**src/rtl/ebi_master.sv**
```systemverilog
// EBI bus initiator: single read/write requests become CS/ALE/strobe cycles on a multiplexed 16-bit AD bus.
// Optional `EBI_MASTER_WAIT_EN adds an ebi_ardy input that stretches the strobe (255-cycle timeout, reads return 16'hDEAD).
module ebi_master #(
  parameter int unsigned ADDR_SETUP   = 1,
  parameter int unsigned ALE_WIDTH    = 1,
  parameter int unsigned ADDR_HOLD    = 1,
  parameter int unsigned STROBE_WIDTH = 2,
  parameter int unsigned DATA_HOLD    = 1
) (
  input  logic        clk,
  input  logic        reset,
  input  logic        req_valid,
  output logic        req_ready,
  input  logic        req_write,
  input  logic [15:0] req_addr,
  input  logic [15:0] req_wdata,
  output logic        rsp_valid,
  output logic [15:0] rsp_rdata,
  output logic        ebi_cs,
  output logic        ebi_ale,
  output logic        ebi_we,
  output logic        ebi_re,
  output logic [15:0] ad_out,
  output logic        ad_oe,
  input  logic [15:0] ad_in
`ifdef EBI_MASTER_WAIT_EN
  ,
  input  logic        ebi_ardy
`endif
);

  function automatic logic [3:0] clamp(input int unsigned v);
    if (v == 0) return 4'd1;
    if (v > 15) return 4'd15;
    return 4'(v);
  endfunction

  // Counter reload values: a phase of N cycles counts N-1 down to 0.
  localparam logic [3:0] LD_SETUP  = clamp(ADDR_SETUP)   - 4'd1;
  localparam logic [3:0] LD_ALE    = clamp(ALE_WIDTH)    - 4'd1;
  localparam logic [3:0] LD_AHOLD  = clamp(ADDR_HOLD)    - 4'd1;
  localparam logic [3:0] LD_STROBE = clamp(STROBE_WIDTH) - 4'd1;
  localparam logic [3:0] LD_DHOLD  = clamp(DATA_HOLD)    - 4'd1;

  typedef enum logic [2:0] {IDLE, ASETUP, ALE, AHOLD, STROBE, DHOLD} state_t;

  state_t      state, state_nxt;
  logic [3:0]  cnt, cnt_nxt;
  logic        wr_q;
  logic [15:0] addr_q, wdata_q;
  logic        capture;
  logic        strobe_end;
  logic        timed_out;

`ifdef EBI_MASTER_WAIT_EN
  logic [7:0] wait_cnt;

  assign strobe_end = ebi_ardy || (wait_cnt == 8'hFF);
  assign timed_out  = !ebi_ardy;

  always_ff @(posedge clk or negedge reset) begin
    if (!reset) begin
      wait_cnt <= '0;
    end else if (state == STROBE && cnt == '0 && !strobe_end) begin
      wait_cnt <= wait_cnt + 8'd1;
    end else if (state != STROBE) begin
      wait_cnt <= '0;
    end
  end
`else
  assign strobe_end = 1'b1;
  assign timed_out  = 1'b0;
`endif

  always_ff @(posedge clk or negedge reset) begin
    if (!reset) begin
      state     <= IDLE;
      cnt       <= '0;
      wr_q      <= 1'b0;
      addr_q    <= '0;
      wdata_q   <= '0;
      rsp_valid <= 1'b0;
      rsp_rdata <= '0;
    end else begin
      state     <= state_nxt;
      cnt       <= cnt_nxt;
      rsp_valid <= capture;
      if (state == IDLE && req_valid) begin
        wr_q    <= req_write;
        addr_q  <= req_addr;
        wdata_q <= req_wdata;
      end
      if (capture) rsp_rdata <= timed_out ? 16'hDEAD : ad_in;
    end
  end

  always_comb begin
    state_nxt = state;
    cnt_nxt   = cnt;
    capture   = 1'b0;
    req_ready = 1'b0;
    ebi_cs    = 1'b0;
    ebi_ale   = 1'b1;
    ebi_we    = 1'b1;
    ebi_re    = 1'b1;
    ad_out    = addr_q;
    ad_oe     = 1'b1;
    case (state)
      IDLE: begin
        ebi_cs    = 1'b1;
        ad_oe     = 1'b0;
        ad_out    = '0;
        // Gated by reset so ready stays low for as long as reset is held.
        req_ready = reset;
        if (req_valid) begin
          state_nxt = ASETUP;
          cnt_nxt   = LD_SETUP;
        end
      end
      ASETUP: begin
        if (cnt != '0) cnt_nxt = cnt - 4'd1;
        else begin
          state_nxt = ALE;
          cnt_nxt   = LD_ALE;
        end
      end
      ALE: begin
        ebi_ale = 1'b0;
        if (cnt != '0) cnt_nxt = cnt - 4'd1;
        else begin
          state_nxt = AHOLD;
          cnt_nxt   = LD_AHOLD;
        end
      end
      AHOLD: begin
        if (cnt != '0) cnt_nxt = cnt - 4'd1;
        else begin
          state_nxt = STROBE;
          cnt_nxt   = LD_STROBE;
        end
      end
      STROBE: begin
        if (wr_q) begin
          ebi_we = 1'b0;
          ad_out = wdata_q;
        end else begin
          ebi_re = 1'b0;
          ad_oe  = 1'b0;
        end
        if (cnt != '0) cnt_nxt = cnt - 4'd1;
        else if (strobe_end) begin
          state_nxt = DHOLD;
          cnt_nxt   = LD_DHOLD;
          capture   = !wr_q;
        end
      end
      DHOLD: begin
        if (wr_q) ad_out = wdata_q;
        else      ad_oe  = 1'b0;
        if (cnt != '0) cnt_nxt = cnt - 4'd1;
        else           state_nxt = IDLE;
      end
      default: state_nxt = IDLE;
    endcase
  end

endmodule
```
**config.mk**
```make
export PLATFORM = sky130hd
export DESIGN_NAME = ebi_master
export DESIGN_NICKNAME = d
export VERILOG_FILES = /design/src/rtl/ebi_master.sv
export SDC_FILE = /design/constraint.sdc
export NUM_CORES = 1
export LEC_CHECK = 0
export ABC_CLOCK_PERIOD_IN_PS = 1900
export CORE_MARGIN = 5
export CORE_UTILIZATION = 35
export CTS_BUF_LIST = sky130_fd_sc_hd__clkbuf_8 sky130_fd_sc_hd__clkbuf_16
export DETAILED_ROUTE_END_ITERATION = 12
export GPL_TIMING_DRIVEN = 0
export PLACE_DENSITY = 0.67
export RECOVER_POWER = 25
export SYNTH_ARGS = -nofsm -noshare
export SYNTH_HDL_FRONTEND = slang
export SYNTH_SLANG_ARGS = --single-unit
```
**constraint.sdc**
```tcl
create_clock -name clk -period 1.9 [get_ports clk]
set_clock_uncertainty 0.05 [all_clocks]
set_input_delay 0.19 -clock clk [delete_from_list [all_inputs] [get_ports clk]]
set_output_delay 0.19 -clock clk [all_outputs]
set_load 0.01 [all_outputs]
```
==> results_dict.tcl <==
set metrics [dict create \
    drc_errors 0 \
    status "complete, but fails checks" \
    drive_gt1_frac 0.4206 \
    synth_cell_types 40 \
    nFillCells 606 \
    synth_compound_area_frac 0.1037 \
    placedCellCount 377 \
    tritoncts "done" \
    dieWidth_um 96.50 \
    slew_viol_final 0 \
    grt_pass1_vias 2157 \
    cpPeakStageDelay_ps 370 \
    fmax_mhz 500.5 \
    synth_xor_area_frac 0.003344 \
    yosysMostFrequentCell "dfrtp_1" \
    dieArea_sq_mm 0.009312 \
    h-tree-depth 3 \
    io_pins 91 \
    critPathKind "flop to output pin" \
    start_kind "flop" \
    cp_top_family "buffers and inverters" \
    slew_headroom 0.3030 \
    post-route-util 0.5900 \
    synth_top_area_frac 0.5447 \
    maxCapViolCount 0 \
    hp-class "input pin to asynchronous set/reset pin" \
    critPathMaxFanout 6 \
    nets 370 \
    io_buffers 90 \
    cts.sinks 57 \
    crit_required_ps 1660 \
    violations "setup timing" \
    period_needed_ps 1998 \
    p_per_area_mw_per_mm2 1682 \
    power_mw 7.199 \
    ir_drop_uv 638.9 \
    clock_path_buffers 2 \
    synthToLayoutAreaGrowth_pct 63.40 \
    fin_cells 420 \
    synth_top_area_cell "dfrtp_1" \
    whs_ps 403.6 \
    vias_per_cell 4.810 \
    cp_num_buf_inv 5 \
    ys_async_sr_fraction 1.000 \
    ys_warn_count 0 \
    antenna_found_initial 0 \
    synth_cells 187 \
    avgRoutedWirePerCell_um 17.01 \
    synth_edf_count 0 \
    final.setup.tns_ps -461.2 \
    power_leakage_nw 1.959 \
    slowest_stage "dfrtp_1" \
    vias 2020 \
    die_h_um 96.50 \
    drt-total-wl_um 7144 \
    rsz0062_at_grt "true" \
    synth_top_family_by_area "multiplexers" \
    floorplan.initialDensity 0.3610 \
    worstMarginPinSlew_ps 1042 \
    synth_ff_type "dfrtp_1" \
    critPathCaptureType "output pin" \
    dp_hpwl_um 4607 \
    synthAdderAreaFrac 0.004778 \
    finalSetupViolations 23 \
    placed_cell_area_sq_mm 0.003659 \
    ys_ff_latch 57 \
    clk_pin_slew_ps 60 \
    drt_iter0_markers 68 \
    path_cells "buf_6 -> and2_4 -> o21ai_4 -> buf_6 -> buf_6 -> buf_6 -> a22o_1 -> buf_2" \
    finalCritPeriodShare 1.052 \
    synth_nets 240 \
    gp_congestion 0.8280 \
    drtPass1Iterations 4 \
    synth_seq_area_share 0.5447 \
    place_ws_ps -800.3 \
    fp-row-count 31 \
    synth_common_cells "57 x dfrtp_1, 40 x mux2_2, 17 x a22o_1" \
    synth.area.mux_share 0.2236 \
    avgSynthCellArea_sq_um 14.00 \
    finalHoldViolCount 0 \
    synth_area_leaders "dfrtp_1 54%, mux2_2 17%, a22o_1 5.7%" \
    num_antenna_cells 0 \
    fin_ws_ps -98.14 \
    grt_first_pass_wirelength_um 10610 \
    grt_max_degree 35 \
    root_buffer "clkbuf_8" \
    fp.coreArea_sq_mm 0.007253 \
    clk_latency_ps 320 \
    grt.overflow.total 0 \
    synthSimpleGateAreaFrac 0.08170 \
    cp_common_cell "buf_6" \
    route.antenna.remaining_nets 0 \
    cp_data_arrival_time_ps 1760 \
    numCtsBuffers 9 \
    final_area_sq_mm 0.004279 \
    grt_usage 0.1541 \
    syn_area_sq_mm 0.002619 \
]
[report_power, final]
part / switching, mW / total (mW) / internal [mW]
clock: 0.444 / 1.10 / 0.660
combinational: 1.51 / 3.89 / 2.39
sequential: 0.382 / 2.20 / 1.82
total: 2.33 / 7.20 / 4.86
[worst paths after layout]
path	startpoint	to	slack, ps	cells past startpoint
max in group asynchronous	reset	rsp_valid	580	2
setup reg to reg	state[2]	wdata_q[12]	-20	8
hold reg to reg	rsp_rdata[14]	rsp_rdata[14]	450	1
min in group clk	req_addr[3]	addr_q[3]	430	2
hold / removal	reset	wdata_q[11]	400	3
setup / recovery	state[2]	ad_out[13]	-100	8
[cell families after synthesis]
group                    count (synthesis)
flip-flops                              57
AND/OR/NAND/NOR                         29
buffers and inverters                   16
adder cells (fa/ha/maj)                  1
multiplexers                            49
AO/OA/AOI/OAI                           34
XOR/XNOR                                 1
[metal layers]
layer / part of all wire / track usage / vias up
li1: - / - / 947
met2: 0.48 / 0.2431 / 74
met4: 0.017 / 0.08762 / 0
met1: 0.43 / 0.1870 / 990
met3: 0.068 / 0.04648 / 9
met5: 0 / 0 / -
[layout by cell type, fill, tap and decap left out, types with 2 or more instances in the layout]
cell type	n
clkdlybuf4s50_1	68
dfrtp_1	55
mux2_4	26
mux2_2	23
buf_6	17
a22o_1	17
buf_4	15
buf_2	14
clkbuf_8	11
nand2_1	6
buf_12	5
nor2_4	3
inv_2	3
inv_1	3
a21oi_1	3
o211ai_1	3
clkbuf_16	3
dlymetal6s2s_1	3
and2_4	2
nor2_1	2
a32o_1	2
o31ai_1	2
clkinv_2	2
dfrtp_2	2
dlygate4sd3_1	2
[registers in the layout, summed over array words and instances (netlist names)]
name / flops
addr_q: 16
cnt: 4
rsp_rdata: 16
rsp_valid: 1
state: 3
wdata_q: 16
wr_q: 1
[tightest hold or removal path, delay by kind of cell]
kind / cells / cell delay [ps]
buffers and inverters: 3 / 940
[final cells by class]
| class | instances | area (sq um) | area share |
|---|---|---|---|
| multi-input combinational | 114 | 1207 | 0.2822 |
| inverter | 5 | 18.77 | 0.004386 |
| tap | 99 | 123.9 | 0.02895 |
| timing repair buffer | 119 | 1157 | 0.2705 |
| buffer | 11 | 147.6 | 0.03450 |
| clock inverter | 4 | 43.79 | 0.01023 |
| sequential | 57 | 1429 | 0.3339 |
| clock buffer | 11 | 151.4 | 0.03538 |
[timing repair]
| item | CTS | global route |
|---|---|---|
| endpoints found under the hold margin | 24 | 0 |
| pin swaps | 10 | 10 |
| gates cloned | 1 | 3 |
| hold buffers | 2 | 0 |
| gates resized for setup | 98 | 43 |
| setup buffers | 17 | 6 |
| endpoints found under the setup margin | 38 | 68 |
Note: power is estimated with default switching activity, not from simulation.
